$ cat src/rtl/key_mode_controller_pkg.sv
// ============================================================================
// key_mode_controller_pkg : mode encodings and KEY[1] state type
// Rev 1.0 - initial release
// ============================================================================
`default_nettype none

package key_mode_controller_pkg;

  localparam logic [1:0] MODE_ARITH   = 2'd0;
  localparam logic [1:0] MODE_LOGIC   = 2'd1;
  localparam logic [1:0] MODE_COMPARE = 2'd2;
  localparam logic [1:0] MODE_MAGIC   = 2'd3;

  typedef enum logic [1:0] {
    RELEASED = 2'd0,
    PRESSED  = 2'd1,
    HELD     = 2'd2
  } key1_state_t;

endpackage

`default_nettype wire

$ cat src/rtl/key_debouncer.sv
// ============================================================================
// key_debouncer : 2-flop sync, debounce counter and registered press pulse
// Rev 1.0 - initial release
// ============================================================================
`default_nettype none

module key_debouncer #(
  parameter int DEBOUNCE_CYCLES = 500000
) (
  input  logic clk,
  input  logic rst_n,
  input  logic i_key_n,
  output logic o_level,
  output logic o_press
);

  localparam int CNT_W = $clog2(DEBOUNCE_CYCLES + 1);

  logic [1:0]       r_sync;
  logic             r_level;
  logic             r_level_q;
  logic             r_press;
  logic [CNT_W-1:0] r_cnt;
  logic             w_differ;

  assign w_differ = (r_sync[1] != r_level);

  always_ff @(posedge clk) begin
    if (!rst_n) begin
      r_sync    <= 2'b11;
      r_level   <= 1'b1;
      r_level_q <= 1'b1;
      r_press   <= 1'b0;
      r_cnt     <= '0;
    end else begin
      r_sync    <= {r_sync[0], i_key_n};
      r_level_q <= r_level;
      // Pulse one cycle after the debounced level falls.
      r_press   <= r_level_q & ~r_level;
      if (!w_differ) begin
        r_cnt <= '0;
      end else if (r_cnt == CNT_W'(DEBOUNCE_CYCLES - 1)) begin
        r_level <= r_sync[1];
        r_cnt   <= '0;
      end else begin
        r_cnt <= r_cnt + 1'b1;
      end
    end
  end

  assign o_level = r_level;
  assign o_press = r_press;

endmodule

`default_nettype wire

$ cat src/rtl/key_mode_controller.sv
// ============================================================================
// key_mode_controller : debounced KEY inputs driving the calculator MODE select
// Rev 1.0 - initial release
// ============================================================================
`default_nettype none

module key_mode_controller
  import key_mode_controller_pkg::*;
#(
  parameter int DEBOUNCE_CYCLES = 500000,
  parameter int HOLD_CYCLES     = 50000000
) (
  input  logic       CLK,
  input  logic       RESET_N,
  input  logic [1:0] KEY,
  output logic [1:0] MODE,
  output logic [1:0] KEY_PRESS,
  output logic       MODE_CHANGED
);

  localparam int HOLD_W = $clog2(HOLD_CYCLES + 1);

  logic [1:0]        w_level;
  logic [1:0]        w_press;
  logic              w_unused_level0;
  key1_state_t       r_state;
  key1_state_t       w_state_nxt;
  logic [HOLD_W-1:0] r_hold;
  logic [HOLD_W-1:0] w_hold_nxt;
  logic              w_short;
  logic              w_long;
  logic [1:0]        r_mode;
  logic [1:0]        w_mode_nxt;
  logic              r_mode_changed;

  generate
    for (genvar gi = 0; gi < 2; gi++) begin : g_key
      key_debouncer #(
        .DEBOUNCE_CYCLES(DEBOUNCE_CYCLES)
      ) u_deb (
        .clk     (CLK),
        .rst_n   (RESET_N),
        .i_key_n (KEY[gi]),
        .o_level (w_level[gi]),
        .o_press (w_press[gi])
      );
    end
  endgenerate

  // KEY[0] acts only on its press pulse; its level is not needed here.
  assign w_unused_level0 = w_level[0];

  always_comb begin
    w_state_nxt = r_state;
    w_hold_nxt  = r_hold;
    w_short     = 1'b0;
    w_long      = 1'b0;
    case (r_state)
      RELEASED: begin
        if (!w_level[1]) begin
          w_state_nxt = PRESSED;
          w_hold_nxt  = '0;
        end
      end
      PRESSED: begin
        // A release on the terminal count still counts as a short press.
        if (w_level[1]) begin
          w_short     = 1'b1;
          w_state_nxt = RELEASED;
        end else if (r_hold == HOLD_W'(HOLD_CYCLES - 1)) begin
          w_long      = 1'b1;
          w_state_nxt = HELD;
        end else begin
          w_hold_nxt = r_hold + 1'b1;
        end
      end
      HELD: begin
        if (w_level[1]) begin
          w_state_nxt = RELEASED;
        end
      end
      default: w_state_nxt = RELEASED;
    endcase
  end

  always_comb begin
    w_mode_nxt = r_mode;
    if (w_long) begin
      w_mode_nxt = MODE_ARITH;
    end else if (w_press[0] && !w_short) begin
      w_mode_nxt = r_mode + 2'd1;
    end else if (w_short && !w_press[0]) begin
      w_mode_nxt = r_mode - 2'd1;
    end
  end

  always_ff @(posedge CLK) begin
    if (!RESET_N) begin
      r_state        <= RELEASED;
      r_hold         <= '0;
      r_mode         <= MODE_ARITH;
      r_mode_changed <= 1'b0;
    end else begin
      r_state        <= w_state_nxt;
      r_hold         <= w_hold_nxt;
      r_mode         <= w_mode_nxt;
      r_mode_changed <= (w_mode_nxt != r_mode);
    end
  end

  assign MODE         = r_mode;
  assign KEY_PRESS    = w_press;
  assign MODE_CHANGED = r_mode_changed;

endmodule

`default_nettype wire

$ cat config.mk
export PLATFORM = sky130hd
export DESIGN_NAME = key_mode_controller
export DESIGN_NICKNAME = d
export VERILOG_FILES = /design/src/rtl/key_mode_controller_pkg.sv /design/src/rtl/key_debouncer.sv /design/src/rtl/key_mode_controller.sv
export SDC_FILE = /design/constraint.sdc
export NUM_CORES = 1
export LEC_CHECK = 0
export BUFFER_PORTS_ARGS = -buffer_cell sky130_fd_sc_hd__buf_2
export CORE_ASPECT_RATIO = 0.9
export CORE_MARGIN = 1
export CORE_UTILIZATION = 55
export CTS_BUF_LIST = sky130_fd_sc_hd__clkbuf_4 sky130_fd_sc_hd__clkbuf_8 sky130_fd_sc_hd__clkbuf_16
export CTS_CLUSTER_SIZE = 20
export DETAILED_ROUTE_END_ITERATION = 6
export PLACE_DENSITY_LB_ADDON = 0.12
export SLEW_MARGIN = 20
export SYNTH_ARGS = -nofsm -noshare
export SYNTH_HDL_FRONTEND = slang
export SYNTH_HIERARCHICAL = 1
export SYNTH_SLANG_ARGS = --single-unit
$ cat constraint.sdc
create_clock -name CLK -period 2.39 [get_ports CLK]
set_input_delay 0 -clock CLK [delete_from_list [all_inputs] [get_ports CLK]]
set_output_delay 0 -clock CLK [all_outputs]
set_load 0.02 [all_outputs]
Word-level counts from Yosys, hierarchy flattened. Cells that the tools add are included.

Register bits: 79. Latch bits: 0. RAM bits: 0. Bits in read-only memories: 0. Input port bits: 4. Output and inout bits: 5. Word-level logic and storage cells: 68. Memories: 0.

Add/subtract/negate cells: 5. $mul: 0. Div/mod/pow operators: 0. Order comparisons: 0. Equality and inequality tests: 13. Shifts and indexed selects: 0. Mux-type cells: 17. Bitwise operators: 7. Reduce and logical (&&, ||, !) cells: 12.

Operators by type and width (number): $mux W26 (3); $pmux W26 S2 (1); $add A19 B1 Y19 const B (2); $eq A19 B19 Y1 const B (2); $add A26 B1 Y26 const B (1); $eq A26 B26 Y1 const B (1); $mux W2 (7); $ne A2 B2 Y1 const B (3); $pmux W2 S3 (1); $reduce_or A3 Y1 (2); $mux W1 (5); $not A1 Y1 (5); $reduce_and A2 Y1 (2); $reduce_and A4 Y1 (1); $ne A3 B2 Y1 const B (1); $reduce_and A3 Y1 (1); $add A2 B1 Y2 const B (1); $and A1 B1 Y1 (2); $eq A2 B1 Y1 const B (1); $eq A2 B2 Y1 const B (1); $logic_and A1 B1 Y1 (2); $logic_not A1 Y1 (2); $logic_not A2 Y1 (1); $ne A1 B1 Y1 (2); other kinds (4) (4).

Depth between registers and ports, before layout.
Depth after elaboration: 7. Gate-level depth with buffers: 8. Gate-level depth less buffers: 6.

Cells and area by module. The synthesis kept the hierarchy.

By module, submodules not included: key_debouncer (times used 2, cells an instance 111, area each 1024.7 um^2, sequential area each 480.5 um^2); key_mode_controller (times used 1, cells an instance 183, area each 1580.3 um^2, sequential area each 620.6 um^2).

Worst setup path after synthesis. No wires, ideal clock.

Path type: flip-flop to flip-flop. Start point: reg r_hold[9]. End point: reg r_hold[5]. Setup time: 0.119 ns. Data arrival time: 1.811 ns. Data required time: 2.271 ns. Path slack: 0.460 ns. Stages on the path, launching flop included: 8. Buffers on the path: 2. Period minus slack after synthesis: 1.930 ns. Cells stage by stage: dfxtp_1 > or4_4 > nor4_4 > and4_1 > buf_6 > buf_12 > nor4_1 > o21bai_1.

Word-level cells in the longest chain between the ends: 3.

RTL lines: start, declared (RTL line key_mode_controller.sv:28) `logic [HOLD_W-1:0] r_hold;`; start signal, assigned (RTL line key_mode_controller.sv:105) `r_hold <= w_hold_nxt;`; $eq A26 B26 Y1 (RTL line key_mode_controller.sv:70) `end else if (r_hold == HOLD_W'(HOLD_CYCLES - 1)) begin`; $ne A2 B2 Y1 (no source line); $reduce_and A4 Y1 (no source line).

No other way between the ends. A chain may end at the register's enable or synchronous reset.

Worst setup path in the final report.
Start point: reg r_hold[9]. End point: reg r_hold[12].

Word-level cells in the longest chain between the ends: 4. Elaborated cells between the ends (all ways): 7. Classes of those cells: add/sub: 1; eq/ne: 2; mux: 3; reduce/logical: 1.

RTL lines: $add A26 B1 Y26 (RTL line key_mode_controller.sv:74) `w_hold_nxt = r_hold + 1'b1;`; $mux W26 (RTL line key_mode_controller.sv:70); $mux W26 (RTL line key_mode_controller.sv:67) `if (w_level[1]) begin`; $pmux W26 S2 (RTL line key_mode_controller.sv:58) `case (r_state)`.

Parallel ways exist; a longest one is shown, timed or not. The select of a mux whose other input is x is not followed.

==> out/metrics.yaml <==
cells_and_area:
  n_antenna_cell: 0
  layout_common_cells: "79 x dfxtp_1, 55 x nor2_1, 28 x nand4_1, 28 x xnor2_1, 26 x nand3_1"
  fillCellCount: 568
  register_area_um2: 1582
  nNetsFinal: 435
  drive_gt1_share_pct: 11.40
  final_common_cell: "dfxtp_1"
  stdcell_count: 517
  syn2layout_area_growth_pct: 9.962
  multiInputGateArea_um2: 1923
floorplanning:
  die_x_um: 87.63
  dieArea_um2: 6929
  start_util_pct: 58.08
  num_rows: 27
  ioPinCount: 9
  die_h_um: 79.07
  coreArea_um2: 6250
pwr:
  power_leakage_nw: 1.229
  powerDensity_nw_per_um2: 571.4
  peakVddDrop_uv: 348.3
drt:
  vias_per_cell: 5.582
  drt-total-wl_um: 6882
  drtAntennaViolNets: 0
  drt_first_pass_iters: 5
  drt-initial-drc-count: 85
  drc_errors: 0
  wl_per_cell_um: 13.31
  dr_total_vias: 2886
cts:
  cts_tree: "yes"
  htreeDepth: 3
  clkLatencyLatePin_ps: 340
  clock-sinks: 79
  clkSlewWorstSetupHoldPaths_ps: 70
  clock_path_buffers: 2
  root_buffer: "clkbuf_8"
  cts-buffers-inserted: 9
  cts_resized: 0
sta:
  slew_headroom_pct: 60.94
  fmax_mhz: 456.7
  final_hold_viol_count: 0
  drv_slew: 0
  skew_ps: 7.400
  rsz0062_at_grt: "no"
  setup_ws_ps: 200.5
  tns_ps: 0
  period_minus_slack_ps: 2190
  setup_viol_count_final: 0
  finalCritPeriodShare_pct: 91.61
  tightestPinTransition_ps: 580.5
setup_path:
  cp_num_buf_inv: 1
  crit_arrival_ps: 2410
  crit_chain: "or4_4 > nor4_4 > and4_1 > buf_4 > or4_1 > a21oi_1"
  crit_cells: 6
  cp-start-kind: "register"
  r2r_start: "r_hold[9]"
  r2r_setup_slack_ps: 200
  endpoint_kind: "register"
  worstReg2RegEnd: "r_hold[12]"
  critPathCapture: "r_hold[12]"
  crit_start: "r_hold[9]"
  reg2regPathDepth: 6
  critPathKind: "reg2reg"
  crit_path_max_incr_delay_ps: 550
  cp_data_required_time_ps: 2610
  critPathMaxFanout: 10
  cp_slowest_cell: "or4_4"
  cp_top_family: "simple AND/OR/NAND/NOR gates"
synth:
  synth_cell_type_count: 46
  seq_area_frac_synth_pct: 43.57
  async_reset_ff_share_pct: 0
  synth-edff-count: 0
  synth_top_area_share_pct: 43.57
  ys_warn_count: 6
  yosys.area.top_type: "dfxtp_1"
  syn_nets: 412
  netlist_instances: 405
  syn_area_per_cell_um2: 8.962
  synthTopCellsByArea: "dfxtp_1 44%, xnor2_1 6.8%, nor2_1 5.7%, nand4_1 4.8%, xor2_1 4.1%"
  synth.cell_area_um2: 3630
  ys_ff_latch: 79
  synthFlopType: "dfxtp_1"
global_routing:
  grt_pass1_vias: 2681
  grt_max_degree: 24
  track_usage_pct: 22.66
  grt_antenna_before_repair: 0
  grt_first_pass_wirelength_um: 12210
  grt-ovfl-total: 0
placed_design:
  hpwl_um: 4593
  pre_cts_ws_ps: 227.4
  routabilityCongestion: 0.8114
  portBuffers: 8
  place_inst: 500
flow_run:
  max_cap_viol_count: 0
hold_path:
  hold_class: "in2reg"
status:
  outcome: "completed"
## per-layer routing
metal  share of wire, %  vias up  global-route usage [%]
met4               0.67        0                   7.705
met1                 52     1339                   30.95
li1                   -     1498                       -
met3                3.6        2                   6.965
met5                  0        -                       0
met2                 44       47                   33.75
## logic make-up after synthesis
logic type / Yosys count / share of synthesized area (%)
and+or+nand+nor: 213 / 32.47
DFF: 79 / 43.57
xor gates and xnor gates: 45 / 10.86
AOI/OAI and AO/OA: 39 / 7.446
buffers and inverters: 23 / 3.447
muxes: 3 / 1.172
adders and majority gates: 3 / 1.034
## worst reg2reg max path: stages (launching register included)
cell and delay [ps]:
dfxtp_1 350, or4_4 550, nor4_4 320, and4_1 440, buf_4 230, or4_1 120
a21oi_1 60
## timing repair
item | CTS | global route
buffers inserted | 0 | 0
hold buffers | 4 | 0
endpoints found under the hold margin | 3 | 0
## synth_stat cells (2+ instances only)
| master | number |
|---|---|
| dfxtp_1 | 79 |
| nor2_1 | 55 |
| nand4_1 | 28 |
| xnor2_1 | 28 |
| nand3_1 | 26 |
| nand2_1 | 23 |
| xor2_1 | 17 |
| a21oi_1 | 15 |
| inv_1 | 13 |
| nor3_1 | 13 |
| nor4_1 | 13 |
| and3_1 | 7 |
| and2_1 | 6 |
| clkbuf_1 | 6 |
| and4_1 | 5 |
| nand2b_1 | 5 |
| or3_1 | 5 |
| or4_1 | 5 |
| nor2b_1 | 4 |
| o211ai_1 | 4 |
| o21ai_1 | 4 |
| buf_6 | 3 |
| ha_1 | 3 |
| o21ai_0 | 3 |
| o31ai_1 | 3 |
| o41ai_1 | 3 |
| or4_4 | 3 |
| a31o_2 | 2 |
| and3_2 | 2 |
| mux2i_1 | 2 |
| nand3_2 | 2 |
| o31ai_4 | 2 |
| or2_4 | 2 |
| or3b_1 | 2 |
## sequential cells by signal, summed over array words and instances, names as in the netlist
name / flops
g_key.u_deb/r_level_q: 2
g_key.u_deb/r_cnt: 38
g_key.u_deb/r_sync: 4
MODE_CHANGED: 1
g_key.u_deb/o_level: 2
MODE: 2
r_hold: 26
g_key.u_deb/o_press: 2
r_state: 2
## final cells by class
class / instances / area share, %
Clock buffer: 11 / 3.480
Clock inverter: 2 / 0.8777
Inverter: 13 / 1.223
Multi-Input combinational cell: 303 / 48.18
Sequential cell: 79 / 39.62
Tap cell: 87 / 2.727
Timing Repair Buffer: 22 / 3.887
## through the flow
stage / hold slack [ps] / utilization, % / total power, mW / area (um^2)
floorplan: 73.04 / - / 1.373 / 3630
global placement: 187.6 / 60.44 / 1.386 / 3777
detailed placement: 187.0 / 60.44 / 1.386 / 3777
CTS: 361.9 / 63.86 / 2.311 / 3991
global route: 392.2 / 63.86 / 2.372 / 3991
finish: 400.5 / 63.86 / 2.281 / 3991
## power by group
group / internal (mW) / switching [mW]
sequential: 1.32 / 0.00214
clock: 0.487 / 0.433
combinational: 0.0162 / 0.0223
total: 1.82 / 0.457
## how the worst min path moves through the flow
stage                       start  cells past startpoint                        to  slack [ps]
after CTS                  KEY[1]                      3  g_key[1].u_deb/r_sync[0]         360
after detailed placement   KEY[1]                      2  g_key[1].u_deb/r_sync[0]         190
after global placement     KEY[1]                      2  g_key[1].u_deb/r_sync[0]         190
after floorplan           RESET_N                      1  g_key[0].u_deb/r_sync[1]          70
after global routing       KEY[1]                      3  g_key[1].u_deb/r_sync[0]         390
final                      KEY[1]                      3  g_key[1].u_deb/r_sync[0]         400
Power figures use the tool's default switching activity.
